<file path="config.mk">
export PLATFORM = sky130hd
export DESIGN_NAME = tlight_seq
export DESIGN_NICKNAME = d
export VERILOG_FILES = /design/src/rtl/tlight_pkg.sv /design/src/rtl/tlight_frame_cnt.sv /design/src/rtl/tlight_seq.sv
export SDC_FILE = /design/constraint.sdc
export NUM_CORES = 1
export LEC_CHECK = 0
export ABC_AREA = 1
export CAP_MARGIN = 0
export CORE_MARGIN = 2
export CORE_UTILIZATION = 50
export CTS_BUF_LIST = sky130_fd_sc_hd__clkbuf_4
export DETAILED_ROUTE_END_ITERATION = 12
export GPL_ROUTABILITY_DRIVEN = 0
export GPL_TIMING_DRIVEN = 0
export PLACE_DENSITY_LB_ADDON = 0.08
export SLEW_MARGIN = 40
export SYNTH_ARGS = -nofsm -noshare
export SYNTH_HDL_FRONTEND = slang
export SYNTH_SLANG_ARGS = --single-unit
</file>
<file path="constraint.sdc">
create_clock -name clk -period 3.7 [get_ports clk]
set_input_delay 0.555 -clock clk [delete_from_list [all_inputs] [get_ports clk]]
set_output_delay 0.555 -clock clk [all_outputs]
set_load 0.02 [all_outputs]
</file>
<file path="src/rtl/tlight_pkg.sv">
// Shared definitions for the traffic-light sequencer and the tlight display colour mux.
package tlight_pkg;

   typedef enum logic [2:0] {
      RED,
      WALK,
      GRN,
      YEL,
      FLASH_ON,
      FLASH_OFF
   } tl_state_t;

   localparam logic [1:0] COLOR_RED = 2'd0;
   localparam logic [1:0] COLOR_YEL = 2'd1;
   localparam logic [1:0] COLOR_GRN = 2'd2;
   localparam logic [1:0] COLOR_OFF = 2'd3;

   function automatic logic [1:0] state_color(input tl_state_t s);
      case (s)
         RED, WALK:     return COLOR_RED;
         GRN:           return COLOR_GRN;
         YEL, FLASH_ON: return COLOR_YEL;
         default:       return COLOR_OFF;
      endcase
   endfunction

   function automatic int unsigned max_u(input int unsigned a, input int unsigned b);
      return (a > b) ? a : b;
   endfunction

endpackage

</file>
<file path="src/rtl/tlight_frame_cnt.sv">
// Per-phase frame counter: clears on phase entry, counts frame ticks, flags expiry.
module tlight_frame_cnt #(
   parameter int unsigned W = 8
) (
   input  logic         clk,
   input  logic         reset,
   input  logic         clr,
   input  logic         tick,
   input  logic [W-1:0] dur,
   output logic         done
);

   logic [W-1:0] r_cnt;
   logic         w_last;

   // >= rather than == so a duration shortened below the running count
   // (early green exit) expires at once; the counter still never wraps.
   assign w_last = (r_cnt >= dur - W'(1));
   assign done   = tick & w_last;

   always_ff @(posedge clk) begin
      if (!reset) begin
         r_cnt <= '0;
      end else if (clr) begin
         r_cnt <= '0;
      end else if (tick && !w_last) begin
         r_cnt <= r_cnt + W'(1);
      end
   end

endmodule

</file>
<file path="src/rtl/tlight_seq.sv">
// Frame-paced traffic-light sequencer with pedestrian walk phase and flashing-yellow mode.
module tlight_seq #(
   parameter int unsigned RED_FRAMES     = 240,
   parameter int unsigned GRN_FRAMES     = 240,
   parameter int unsigned YEL_FRAMES     = 120,
   parameter int unsigned WALK_FRAMES    = 180,
   parameter int unsigned GRN_MIN_FRAMES = 60,
   parameter int unsigned FLASH_FRAMES   = 30
) (
   input  logic       clk,
   input  logic       reset,
   input  logic       frame_tick,
   input  logic       enable,
   input  logic       ped_req,
   output logic [1:0] color_sel,
   output logic       walk,
   output logic       phase_start
);

   import tlight_pkg::*;

   localparam int unsigned MAX_DUR = max_u(max_u(max_u(RED_FRAMES, GRN_FRAMES),
                                                 max_u(YEL_FRAMES, WALK_FRAMES)),
                                           FLASH_FRAMES);
   localparam int unsigned CW = $clog2(MAX_DUR + 1);

   if (RED_FRAMES < 1 || GRN_FRAMES < 1 || YEL_FRAMES < 1 || WALK_FRAMES < 1 ||
       GRN_MIN_FRAMES < 1 || FLASH_FRAMES < 1 || GRN_MIN_FRAMES > GRN_FRAMES) begin : g_bad_params
      $error("tlight_seq: frame durations must be >= 1 and GRN_MIN_FRAMES <= GRN_FRAMES");
   end

   tl_state_t   r_state;
   tl_state_t   w_next;
   logic        r_ped_pend;
   logic [1:0]  r_color;
   logic        r_walk;
   logic        r_phase;
   logic        w_done;
   logic        w_change;
   logic        w_normal;
   logic [CW-1:0] w_dur;

   assign w_normal = !(r_state inside {FLASH_ON, FLASH_OFF});
   assign w_change = (w_next != r_state);

   // A pending request shortens green to its minimum; the counter expires on it.
   always_comb begin
      w_dur = CW'(FLASH_FRAMES);
      case (r_state)
         RED:     w_dur = CW'(RED_FRAMES);
         WALK:    w_dur = CW'(WALK_FRAMES);
         GRN:     w_dur = r_ped_pend ? CW'(GRN_MIN_FRAMES) : CW'(GRN_FRAMES);
         YEL:     w_dur = CW'(YEL_FRAMES);
         default: w_dur = CW'(FLASH_FRAMES);
      endcase
   end

   tlight_frame_cnt #(.W(CW)) u_cnt (
      .clk   (clk),
      .reset (reset),
      .clr   (w_change),
      .tick  (frame_tick),
      .dur   (w_dur),
      .done  (w_done)
   );

   always_comb begin
      w_next = r_state;
      if (frame_tick) begin
         if (w_normal && !enable) begin
            w_next = FLASH_ON;
         end else begin
            case (r_state)
               RED:       if (w_done) w_next = r_ped_pend ? WALK : GRN;
               WALK:      if (w_done) w_next = GRN;
               GRN:       if (w_done) w_next = YEL;
               YEL:       if (w_done) w_next = RED;
               FLASH_ON:  if (enable) w_next = RED; else if (w_done) w_next = FLASH_OFF;
               FLASH_OFF: if (enable) w_next = RED; else if (w_done) w_next = FLASH_ON;
               default:   w_next = RED;
            endcase
         end
      end
   end

   always_ff @(posedge clk) begin
      if (!reset) begin
         r_ped_pend <= 1'b0;
      end else if (!w_normal || r_state == WALK || w_next == WALK) begin
         r_ped_pend <= 1'b0;
      end else if (ped_req) begin
         r_ped_pend <= 1'b1;
      end
   end

   always_ff @(posedge clk) begin
      if (!reset) begin
         r_state <= RED;
         r_color <= COLOR_RED;
         r_walk  <= 1'b0;
         r_phase <= 1'b0;
      end else begin
         r_state <= w_next;
         r_color <= state_color(w_next);
         r_walk  <= (w_next == WALK);
         r_phase <= w_change;
      end
   end

   assign color_sel   = r_color;
   assign walk        = r_walk;
   assign phase_start = r_phase;

endmodule
</file>
==> flow_summary.html <==
<table>
<tr><th>Metric</th><th>Value</th></tr>
<tr><th colspan="2">Logic synthesis</th></tr>
<tr><td>Mean post-synth cell area</td><td>6.989 µm²</td></tr>
<tr><td>Syn_nets</td><td>165</td></tr>
<tr><td>Top cells by area in the synthesized netlist</td><td>dfxtp_1, nand2_1, ha_1</td></tr>
<tr><td>Ys flop type</td><td>dfxtp_1</td></tr>
<tr><td>Syn. warnings</td><td>0</td></tr>
<tr><td>EDFF count, synth</td><td>0</td></tr>
<tr><td>Post-synthesis sequential area ratio</td><td>30.15%</td></tr>
<tr><td>Post-synthesis register bit count</td><td>16</td></tr>
<tr><td>Library cells used by synthesis</td><td>30</td></tr>
<tr><td>Share of Yosys cell area claimed by the top area cell type</td><td>30.15%</td></tr>
<tr><td>Dominant cell by count in the synthesized netlist</td><td>nand2_1</td></tr>
<tr><td>List of most frequent post-synthesis cells</td><td>nand2_1, inv_1, dfxtp_1, nor2_1, nand3_1</td></tr>
<tr><td>Async set-or-reset flop fraction in the synthesized netlist</td><td>0%</td></tr>
<tr><td>Post-Syn Instances</td><td>152</td></tr>
<tr><td>Cell taking the most area after synthesis</td><td>dfxtp_1</td></tr>
<tr><td>Cell area after synthesis</td><td>0.001062 mm²</td></tr>
<tr><th colspan="2">Pwr</th></tr>
<tr><td>Total chip power</td><td>315.1 µW</td></tr>
<tr><td>Highest ir drop seen on vdd</td><td>0.2435 mV</td></tr>
<tr><td>Total power density per cell area</td><td>264.3 mW/mm²</td></tr>
<tr><td>Leakage Power</td><td>0.0005899 µW</td></tr>
<tr><th colspan="2">Timing</th></tr>
<tr><td>Worst slew margin relative to its limit</td><td>73.49%</td></tr>
<tr><td>RSZ-0062 raised after global routing</td><td>no</td></tr>
<tr><td>Period minus WS final</td><td>2544 ps</td></tr>
<tr><td>Final Cycle Share</td><td>68.75%</td></tr>
<tr><td>Worst-margin pin slew</td><td>393.5 ps</td></tr>
<tr><td>Final hold violations</td><td>0</td></tr>
<tr><td>Clk_skew</td><td>1.176 ps</td></tr>
<tr><td>Final critical-path setup slack</td><td>1156 ps</td></tr>
<tr><td>Final setup vio count</td><td>0</td></tr>
<tr><td>Highest clock frequency the design can meet</td><td>393.1 MHz</td></tr>
<tr><td>Post-Route Setup TNS</td><td>0 ps</td></tr>
<tr><td>Max-slew violation total from the final report</td><td>0</td></tr>
<tr><th colspan="2">Placed design</th></tr>
<tr><td>Placement-stage cell area</td><td>0.001166 mm²</td></tr>
<tr><td>Worst slack, placed</td><td>1157 ps</td></tr>
<tr><td>Count of port buffers added during placement</td><td>7</td></tr>
<tr><td>Half-perimeter wire length of the detailed placement result</td><td>1678 µm</td></tr>
<tr><th colspan="2">Global route</th></tr>
<tr><td>Total global routing track utilization</td><td>18.22%</td></tr>
<tr><td>Number of global-route vias before repair</td><td>888</td></tr>
<tr><td>Initial antenna violation count</td><td>0</td></tr>
<tr><td>Grt ovf</td><td>0</td></tr>
<tr><td>Maximum number of pins on one net before global-route repair</td><td>10</td></tr>
<tr><td>Wire length of the first global-routing pass</td><td>3601 µm</td></tr>
<tr><th colspan="2">Clock network</th></tr>
<tr><td>Post-CTS setup buffer count</td><td>0</td></tr>
<tr><td>Number of clock sinks seen by CTS</td><td>16</td></tr>
<tr><td>Total clock buffers created by CTS</td><td>3</td></tr>
<tr><td>Post-CTS Resized</td><td>0</td></tr>
<tr><td>Clock transition at the registers of the reported paths</td><td>90 ps</td></tr>
<tr><td>Clock Tree Root</td><td>clkbuf_4</td></tr>
<tr><td>Hold-fix buffers, CTS</td><td>0</td></tr>
<tr><td>Max clock buf depth</td><td>2</td></tr>
<tr><td>Number of levels the H-tree was split into</td><td>1</td></tr>
<tr><td>Clock tree from TritonCTS</td><td>done</td></tr>
<tr><td>Clock network latency to the later pin of the worst-skew pair</td><td>270 ps</td></tr>
<tr><th colspan="2">Drt</th></tr>
<tr><td>DRC</td><td>0</td></tr>
<tr><td>Vias</td><td>939</td></tr>
<tr><td>Remaining antenna violation count after routing</td><td>0</td></tr>
<tr><td>Starting DRC count in detailed routing</td><td>18</td></tr>
<tr><td>Routed via count divided by cell count</td><td>4.942</td></tr>
<tr><td>Routed wirelength normalized by instance count</td><td>10.93 µm</td></tr>
<tr><td>Number of iterations in the first detailed-routing pass</td><td>4</td></tr>
<tr><td>Total Routed Length</td><td>2076 µm</td></tr>
<tr><th colspan="2">Worst setup path</th></tr>
<tr><td>Crit path launch type</td><td>register</td></tr>
<tr><td>Kind of critical path</td><td>reg -&gt; reg</td></tr>
<tr><td>Critical path peak fanout</td><td>7</td></tr>
<tr><td>Kind of end point of the critical path</td><td>register</td></tr>
<tr><td>Data required time at the worst endpoint</td><td>3910 ps</td></tr>
<tr><td>Critical path arrival</td><td>2760 ps</td></tr>
<tr><th colspan="2">Cells and area</th></tr>
<tr><td>Design area</td><td>0.001192 mm²</td></tr>
<tr><td>Net count reported at finish</td><td>177</td></tr>
<tr><td>Inserted Diodes</td><td>0</td></tr>
<tr><td>Layout-stage area growth over the synthesis result</td><td>12.25%</td></tr>
<tr><td>Post-layout util</td><td>60.16%</td></tr>
<tr><td>Layout cells sized above 1</td><td>12.27%</td></tr>
<tr><th colspan="2">Job</th></tr>
<tr><td>Max-capacitance violation count</td><td>0</td></tr>
<tr><th colspan="2">Floorplanning</th></tr>
<tr><td>Die Footprint</td><td>0.002509 mm²</td></tr>
<tr><td>Count of standard-cell rows</td><td>16</td></tr>
<tr><td>Die width</td><td>50.09 µm</td></tr>
<tr><td>Chip height</td><td>50.09 µm</td></tr>
<tr><td>Starting density of the core</td><td>53.60%</td></tr>
<tr><td>Area of the core</td><td>0.001982 mm²</td></tr>
<tr><td>Number of top-level pins</td><td>9</td></tr>
<tr><th colspan="2">Outcome</th></tr>
<tr><td>Outcome</td><td>completed</td></tr>
<tr><th colspan="2">Min path</th></tr>
<tr><td>Path category of the worst min-delay check</td><td>reg -&gt; reg</td></tr>
</table>
state kept, by name, indices dropped and copies added (netlist names):
name         flops
color_sel        2
phase_start      1
r_ped_pend       1
r_state          3
u_cnt.r_cnt      8
walk             1
kinds of logic (layout without fill, tap and decap cells):
group	Yosys count	count (layout)	synth area share (%)
multiplexers	1	1	0.9423
XOR/XNOR	7	7	5.772
flip-flops	16	16	30.15
adder cells (fa/ha/maj)	8	8	9.423
AND/OR/NAND/NOR	78	78	34.40
AO/OA/AOI/OAI	15	15	8.599
buffers and inverters	27	38	10.72
final cells by class:
class	instances	area (µm²)
sequential	16	320.3
tap	27	33.78
clock inverter	1	3.754
fill	199	789.5
multi-input combinational	109	628.1
buffer	3	23.77
timing repair buffer	7	70.07
clock buffer	3	22.52
inverter	24	90.09
routing by layer:
layer | wire (µm) | up-vias | global-route usage, %
met1 | 1051 | 428 | 24.39
met3 | 47 | 2 | 0.9091
met4 | 14 | 0 | 5.556
li1 | - | 495 | -
met2 | 962 | 14 | 31.14
met5 | 0 | - | 0
per-stage QoR:
stage / cells / hold slack, ps
6_report: 190 / 573.3
5_1_grt: 190 / 622.3
4_1_cts: 190 / 585.8
3_5_place_dp: 186 / 569.7
3_3_place_gp: 186 / 544.9
2_1_floorplan: 152 / 512.2
where the power goes:
| group | switching [µW] | leakage (µW) | total, µW | internal [µW] |
|---|---|---|---|---|
| logic | 26.3 | 0.000444 | 44.7 | 18.4 |
| registers | 3.67 | 0.000130 | 180 | 177 |
| clock network | 51.0 | 0.0000154 | 90.0 | 39.0 |
| total | 81.0 | 0.000590 | 315 | 234 |
path summary, 6_finish.rpt:
path | startpoint | endpoint | slack (ps) | cells after the start
setup reg to reg | r_state[1] | u_cnt.r_cnt[7] | 1160 | 16
hold reg to reg | u_cnt.r_cnt[7] | u_cnt.r_cnt[7] | 570 | 3
hold / removal | u_cnt.r_cnt[7] | u_cnt.r_cnt[7] | 570 | 3
setup / recovery | r_state[1] | u_cnt.r_cnt[7] | 1160 | 16
worst max-delay path: stages, from the launching register on:
cell and delay, ps:
dfxtp_1 450, inv_2 110, nor3_1 220, nand2_1 130
nand3_1 120, ha_1 230, nand2_1 80, a21oi_1 50
nor2_2 90, nand2_2 110, nor2_4 140, nand4_1 170
nor2_2 160, nand3_1 100, xnor2_1 160, inv_1 50
nor2_1 110
layout by cell type (no fill, tap or decap), types with 2 or more instances in the layout:
cell type,Yosys,routed
o21ai_0,2,2
xor2_1,4,4
clkbuf_4,0,3
nor2_1,16,16
ha_1,8,8
clkdlybuf4s50_1,0,7
nand3_2,2,2
nand3_1,10,10
nand2_1,38,38
dfxtp_1,16,16
nor2_2,3,3
a21oi_1,7,7
nor3_1,2,2
clkinv_1,1,2
nand2_2,3,3
xnor2_1,3,3
inv_1,22,22
No activity file was read; power rests on OpenSTA's default activity.
